<file path="config.mk">
export PLATFORM = sky130hd
export DESIGN_NAME = serial_subtractor
export DESIGN_NICKNAME = d
export VERILOG_FILES = /design/src/rtl/serial_subtractor_pkg.sv /design/src/rtl/serial_subtractor_full_subtractor.sv /design/src/rtl/serial_subtractor.sv
export SDC_FILE = /design/constraint.sdc
export NUM_CORES = 1
export LEC_CHECK = 0
export CORE_UTILIZATION = 55
export CTS_CLUSTER_SIZE = 24
export DETAILED_ROUTE_END_ITERATION = 8
export GPL_TIMING_DRIVEN = 1
export PLACE_DENSITY = 0.82
export SETUP_SLACK_MARGIN = 0.1
export SLEW_MARGIN = 20
export SYNTH_ARGS = -nofsm -noshare
export SYNTH_HDL_FRONTEND = slang
export SYNTH_SLANG_ARGS = --single-unit
</file>
<file path="constraint.sdc">
create_clock -name clk -period 4.36 [get_ports clk]
set_clock_uncertainty 0.1 [all_clocks]
set_input_delay 0.872 -clock clk [delete_from_list [all_inputs] [get_ports clk]]
set_output_delay 0.872 -clock clk [all_outputs]
set_load 0.02 [all_outputs]
</file>
<file path="src/rtl/serial_subtractor_pkg.sv">
// Shared definitions for the bit-serial subtractor: default width and FSM state encodings.
package serial_subtractor_pkg;

    localparam int unsigned DEFAULT_WIDTH = 8;

    typedef enum logic [1:0] {
        ST_IDLE = 2'd0,
        ST_RUN  = 2'd1,
        ST_DONE = 2'd2
    } state_t;

endpackage

</file>
<file path="src/rtl/serial_subtractor_full_subtractor.sv">
// One-bit full subtractor: d = x - y - bin, bout is the borrow out.
module full_subtractor (
    input  logic x,
    input  logic y,
    input  logic bin,
    output logic d,
    output logic bout
);

    always_comb begin
        d    = x ^ y ^ bin;
        bout = (~x & y) | (~(x ^ y) & bin);
    end

endmodule

</file>
<file path="src/rtl/serial_subtractor.sv">
// Bit-serial a - b, LSB first, one bit per clock; result, borrow and signed overflow
// are published together when the last bit completes and then held.
module serial_subtractor
    import serial_subtractor_pkg::*;
#(
    parameter int unsigned WIDTH = DEFAULT_WIDTH
) (
    input  logic             clk,
    input  logic             rst,
    input  logic             start,
    input  logic [WIDTH-1:0] a,
    input  logic [WIDTH-1:0] b,
    output logic             busy,
    output logic             done,
    output logic [WIDTH-1:0] diff,
    output logic             bout,
    output logic             ovf
);

    localparam int unsigned      CNT_W    = $clog2(WIDTH + 1);
    localparam logic [CNT_W-1:0] CNT_LAST = CNT_W'(WIDTH - 1);
    localparam logic [CNT_W-1:0] CNT_SAT  = CNT_W'(WIDTH);

    state_t           r_state;
    state_t           w_state_next;
    logic             w_busy_next;
    logic             w_done_next;

    logic [WIDTH-1:0] r_a;
    logic [WIDTH-1:0] r_b;
    logic [WIDTH-1:0] r_acc;
    logic             r_br;
    logic             r_a_msb;
    logic             r_b_msb;
    logic [CNT_W-1:0] r_cnt;

    logic             w_d;
    logic             w_br_next;
    logic             w_accept;
    logic             w_run;
    logic             w_last;

    full_subtractor u_fs (
        .x    (r_a[0]),
        .y    (r_b[0]),
        .bin  (r_br),
        .d    (w_d),
        .bout (w_br_next)
    );

    assign w_accept = (r_state == ST_IDLE) && start;
    assign w_run    = (r_state == ST_RUN);
    assign w_last   = w_run && (r_cnt == CNT_LAST);

    // State register with registered status outputs
    always_ff @(posedge clk) begin
        if (rst) begin
            r_state <= ST_IDLE;
            busy    <= 1'b0;
            done    <= 1'b0;
        end else begin
            r_state <= w_state_next;
            busy    <= w_busy_next;
            done    <= w_done_next;
        end
    end

    always_comb begin
        w_state_next = r_state;
        case (r_state)
            ST_IDLE: if (start) w_state_next = ST_RUN;
            ST_RUN:  if (r_cnt == CNT_LAST) w_state_next = ST_DONE;
            ST_DONE: w_state_next = ST_IDLE;
            default: w_state_next = ST_IDLE;
        endcase
    end

    // Status outputs are decoded from the upcoming state so they line up with it
    always_comb begin
        w_busy_next = 1'b0;
        w_done_next = 1'b0;
        if (w_state_next == ST_RUN)  w_busy_next = 1'b1;
        if (w_state_next == ST_DONE) w_done_next = 1'b1;
    end

    // Operand shifters, borrow, counter; results update only on the final bit
    always_ff @(posedge clk) begin
        if (rst) begin
            r_a     <= '0;
            r_b     <= '0;
            r_acc   <= '0;
            r_br    <= 1'b0;
            r_a_msb <= 1'b0;
            r_b_msb <= 1'b0;
            r_cnt   <= '0;
            diff    <= '0;
            bout    <= 1'b0;
            ovf     <= 1'b0;
        end else if (w_accept) begin
            r_a     <= a;
            r_b     <= b;
            r_acc   <= '0;
            r_br    <= 1'b0;
            r_a_msb <= a[WIDTH-1];
            r_b_msb <= b[WIDTH-1];
            r_cnt   <= '0;
        end else if (w_run) begin
            r_a   <= r_a >> 1;
            r_b   <= r_b >> 1;
            r_br  <= w_br_next;
            r_acc <= {w_d, r_acc[WIDTH-1:1]};
            if (r_cnt != CNT_SAT) r_cnt <= r_cnt + CNT_W'(1);
            if (w_last) begin
                diff <= {w_d, r_acc[WIDTH-1:1]};
                bout <= w_br_next;
                ovf  <= (r_a_msb != r_b_msb) && (w_d != r_a_msb);
            end
        end
    end

endmodule

</file>
==> results of run 1 <==
-- cell type report --
class	instances	area, um2
Sequential cell	44	881
Clock buffer	7	65.1
Fill cell	286	948
Timing Repair Buffer	31	308
Inverter	5	18.8
Tap cell	44	55.1
Multi-Input combinational cell	153	827
-- metrics by stage --
step	hold WS [ps]	cells	instance area, um2	power [uW]	worst slack [ps]
4_1_cts	380	284	2150	730	2040
2_1_floorplan	336	219	1820	498	2510
5_1_grt	400	284	2150	762	2000
3_3_place_gp	352	277	2090	522	1760
6_report	375	284	2150	729	2050
3_5_place_dp	361	277	2090	524	1740
-- power by group --
part           internal (uW)  switching [uW]
Combinational           37.8            47.7
Sequential               419            10.4
Clock                   91.5             123
-- worst paths after layout --
kind | startpoint | end | slack [ps] | cells after the start
worst min register to register | r_acc[4]$_SDFFE_PP0N_ | r_acc[3]$_SDFFE_PP0N_ | 380 | 2
worst max-delay path | bout$_SDFFE_PP0P_ | bout | 2050 | 1
worst max register to register | r_state[0]$_SDFF_PP0_ | r_cnt[3]$_SDFFE_PP0P_ | 2590 | 3
worst min-delay path | r_acc[4]$_SDFFE_PP0N_ | r_acc[3]$_SDFFE_PP0N_ | 380 | 2
-- state kept, by name, indices dropped and copies added, names as in the netlist --
signal	cells
diff	8
ovf	1
r_a_msb	1
busy	1
r_b_msb	1
done	1
r_b	8
r_br	1
r_acc	7
bout	1
r_state	2
r_cnt	4
r_a	8
-- cell families after synthesis --
family | count (synthesis) | synth area share, %
AND/OR/NAND/NOR | 92 | 23.4
AO/OA/AOI/OAI | 58 | 19.5
flip-flops | 44 | 48.4
buffers and inverters | 22 | 6.19
adder cells (fa/ha/maj) | 3 | 2.47
-- placed cells by master, fill, tap and decap left out --
master,instances
nand2_1,46
dfxtp_1,44
clkdlybuf4s50_1,30
a21oi_1,28
nor2_1,18
a311oi_1,14
nand3_1,12
o21ai_0,12
inv_1,5
clkbuf_4,5
nand2b_1,3
a211oi_1,3
and3b_1,2
nand3b_1,2
nor3_1,2
ha_1,2
clkbuf_8,2
and2b_2,1
o21ba_2,1
nor3b_4,1
or3b_1,1
nor2b_1,1
nor3b_1,1
nand2b_2,1
or3_1,1
fa_1,1
buf_4,1
-- layer usage --
layer | track usage (%) | vias to the layer above
li1 | - | 792
met2 | 35.5 | 26
met5 | 0 | -
met3 | 7.21 | 8
met4 | 8.97 | 0
met1 | 28.7 | 714
==> impl_metrics.toml, run 1 <==
[sta]
rsz0062_at_grt = "false"
slew_violations = 0
finalCriticalPeriod_ps = 2310
fmax_mhz = 434
hold_viol_final = 0
worst-slew-pin-transition_ps = 763
setup_total_negative_slack_ps = 0
slew_headroom_pct = 49.1
setup_violations = 0
period_share_pct = 52.9

[placed_design]
gp_congestion = 0.736
dp_hpwl_um = 2470
port_buffers = 30

[clocking]
root_buffer = "clkbuf_4"
cts.sinks = 44
cts_made_buffers = 5
cts_hold_buf = 0
clk_latency_ps = 360
cts_tree = "built"
clockBufferDepth = 2
cts_setup_buffers = 0
htree_levels = 2
cts_resized = 0
clkSlewWorstSetupHoldPaths_ps = 110

[critical_path]
crit_family = "buffers and inverters"
cp-end-kind = "primary output"
slowest_stage = "clkdlybuf4s50_1"
crit_buf_inv = 1
crit_type = "flop to primary output"
arrival_ps = 1330
crit_required_ps = 3390
worstPathCellList = "clkdlybuf4s50_1"
startpoint_type = "flop"
crit_path_max_incr_delay_ps = 610
cp_max_fo = 2

[floorplanning]
start_util_pct = 58.7
std_cell_rows = 20
core_region_area_um2 = 3100
die-area_um2 = 3540
die_width_um = 59.5
die_h_um = 59.5
num_io_pins = 31

[route]
met3_length_um = 129
drt-met1-wl_um = 1760
num_vias = 1540
avgViaCountPerCell = 5.42
routed.top_layer = "met4"
postRouteAntennaNets = 0
wire_per_inst_um = 12.9
wl_met2_um = 1680
routed_wl_um = 3650
dr.pass1.iters = 4
drt_iter0_markers = 111
drc = 0

[pwr]
power-per-cell-area_nw_per_um2 = 338
peakVddDrop_mv = 0.258
p_leak_uw = 0.000737

[yosys]
synthTopCellsByCount = "46 x nand2_1, 44 x dfxtp_1, 28 x a21oi_1"
ys_types = 27
yosysMostFrequentCell = "nand2_1"
synth-main-ff-cell = "dfxtp_1"
synth_seq_cells = 44
syn_inst = 219
synth_top_cell_by_area = "dfxtp_1"
syn_nets = 241
yosysTopAreaCellShare_pct = 48.4
synth_seq_area_share_pct = 48.4
synth_edf_count = 0
netlist_area_um2 = 1820
yosys-top-cells-area = "dfxtp_1 48%, nand2_1 9.5%, a21oi_1 7.7%"
ys_async_sr_fraction_pct = 0
synth_warnings = 0
syn_area_per_cell_um2 = 8.31

[layout]
area_growth_pct = 18.4
antenna_cells = 0
finalNetCount = 262
final_layout_size_suffix_gt1_share_pct = 5.00
utilization_pct = 69.4

[grt]
overflow = 0
grt_use_total_pct = 22.5
grt_pass1_wl_um = 5890
grt_pass1_vias = 1346
grt_max_degree = 34
antenna_found_initial = 0

[status]
outcome = "completed"

[job]
maxCapViolCount = 0

[hold_path]
hold_path_class = "flop to flop"
Power figures use the tool's default switching activity.
==> inputs of run 2 (changes only) <==
CORE_UTILIZATION = 47   (was 55)
PLACE_DENSITY = 0.75   (was 0.82)
clock period = 2.1 ns   (was 4.36 ns; I/O delays follow)
==> run 2 against run 1 <==
  * Sequential cell count unchanged
  * Highest routed layer unchanged
  * Critical path depth unchanged
  * Power rose to 2.7 times the previous value
  * Via count up 0.71%
  * Critical endpoint is now ovf
  * Global-route usage down 3.5 points
  * Utilization down 7.0 points
==> impl_metrics.toml, run 2 (same netlist as run 1, synthesis figures left out) <==
[layout]
final_layout_size_suffix_gt1_share_pct = 7.32
fill_cells = 323
finalNetCount = 267
antenna_cells = 0
reg.largest.list = "diff: 8 flops, r_a: 8 flops, r_b: 8 flops"
fin_cells = 294
utilization_pct = 62.4
layout_common_cells = "46 x nand2_1, 44 x dfxtp_1, 30 x clkdlybuf4s50_1"
layout_commonest_cell = "nand2_1"
area_growth_pct = 26.5

[route]
postRouteAntennaNets = 0
num_vias = 1551
avgViaCountPerCell = 5.28
drt_iter0_markers = 109
drc = 0
routed_wl_um = 3460
dr.pass1.iters = 5
wire_per_inst_um = 11.8

[grt]
antenna_found_initial = 0
grt_pass1_vias = 1437
grt_use_total_pct = 19.0
grt_pass1_wl_um = 6190
grt_max_degree = 33
overflow = 0

[sta]
slew_violations = 0
hold_viol_final = 0
rsz0062_at_grt = "false"
setup_total_negative_slack_ps = 0
fmax_mhz = 564
worst-slew-pin-transition_ps = 560
slew_headroom_pct = 62.7
holdWs_ps = 364
setup_violations = 0
period_share_pct = 84.5
finalCriticalPeriod_ps = 1770

[clocking]
htree_levels = 2
cts_resized = 0
cts_setup_buffers = 0
clockBufferDepth = 2
clk_latency_ps = 300
cts_tree = "built"
cts.sinks = 44
root_buffer = "clkbuf_8"
clkSlewWorstSetupHoldPaths_ps = 80
cts_hold_buf = 0
cts_made_buffers = 5

[floorplanning]
core_region_area_um2 = 3690
die_h_um = 64.2
die_width_um = 64.2
std_cell_rows = 22
start_util_pct = 49.4
num_io_pins = 31
die-area_um2 = 4130

[pwr]
peakVddDrop_mv = 0.532
p_leak_uw = 0.000807
p_total_uw = 1970
power-per-cell-area_nw_per_um2 = 853

[hold_path]
hold_path_class = "flop to flop"

[critical_path]
slowest_stage = "clkdlybuf4s50_1"
crit_required_ps = 1580
r2r_end = "ovf$_SDFFE_PP0P_"
cp-startpoint = "ovf$_SDFFE_PP0P_"
crit_type = "flop to primary output"
setup.worst_path.end = "ovf"
worstPathCellList = "clkdlybuf4s50_1"
crit_path_max_incr_delay_ps = 610
crit_family = "buffers and inverters"
crit_cells = 1
arrival_ps = 1250
reg2reg_from = "r_br$_SDFFE_PP0N_"
r2r_cells = 5
startpoint_type = "flop"
cp-end-kind = "primary output"
cp_max_fo = 2
rrSetupSlack_ps = 480
crit_buf_inv = 1

[status]
outcome = "completed"

[placed_design]
dpl.cell_count = 286
port_buffers = 30
dp_hpwl_um = 2300
gp_congestion = 0.692

[job]
maxCapViolCount = 0
[run 2: how the worst min path moves through the flow]
stage / cells after the start / start / endpoint / slack, ps
after floorplan: 2 / r_acc[1]$_SDFFE_PP0N_ / r_acc[1]$_SDFFE_PP0N_ / 340
after global placement: 2 / r_acc[1]$_SDFFE_PP0N_ / r_acc[1]$_SDFFE_PP0N_ / 340
after detailed placement: 2 / r_acc[1]$_SDFFE_PP0N_ / r_acc[1]$_SDFFE_PP0N_ / 350
after CTS: 2 / r_acc[1]$_SDFFE_PP0N_ / r_acc[1]$_SDFFE_PP0N_ / 360
after global routing: 2 / r_acc[3]$_SDFFE_PP0N_ / r_acc[3]$_SDFFE_PP0N_ / 400
final: 2 / r_acc[1]$_SDFFE_PP0N_ / r_acc[1]$_SDFFE_PP0N_ / 360
[run 2: through the flow]
stage               area [um2]  worst slack, ps
floorplan                 1820              596
global placement          2140              184
detailed placement        2140              163
CTS                       2300              311
global route              2300              286
finish                    2300              325
[run 2: layer usage]
metal,share of wire [%],GRT usage (%),vias up
met4,1.6,6.67,0
met5,0,0,-
met1,51,24.9,718
met2,44,31.0,22
met3,3.2,3.75,7
li1,-,-,804
[run 2: where the power goes]
group | switching, uW | internal [uW] | total [uW]
clock | 289 | 595 | 883
sequential | 20.3 | 869 | 889
combinational | 103 | 90.1 | 193
total | 412 | 1550 | 1970
[run 2: final cells by class]
cell class	instances	area (um2)	area share [%]
tap	48	60.1	2.61
multi-input combinational	153	827	35.9
timing repair buffer	36	358	15.5
clock buffer	5	68.8	2.99
sequential	44	881	38.2
inverter	5	18.8	0.815
clock inverter	3	90.1	3.91
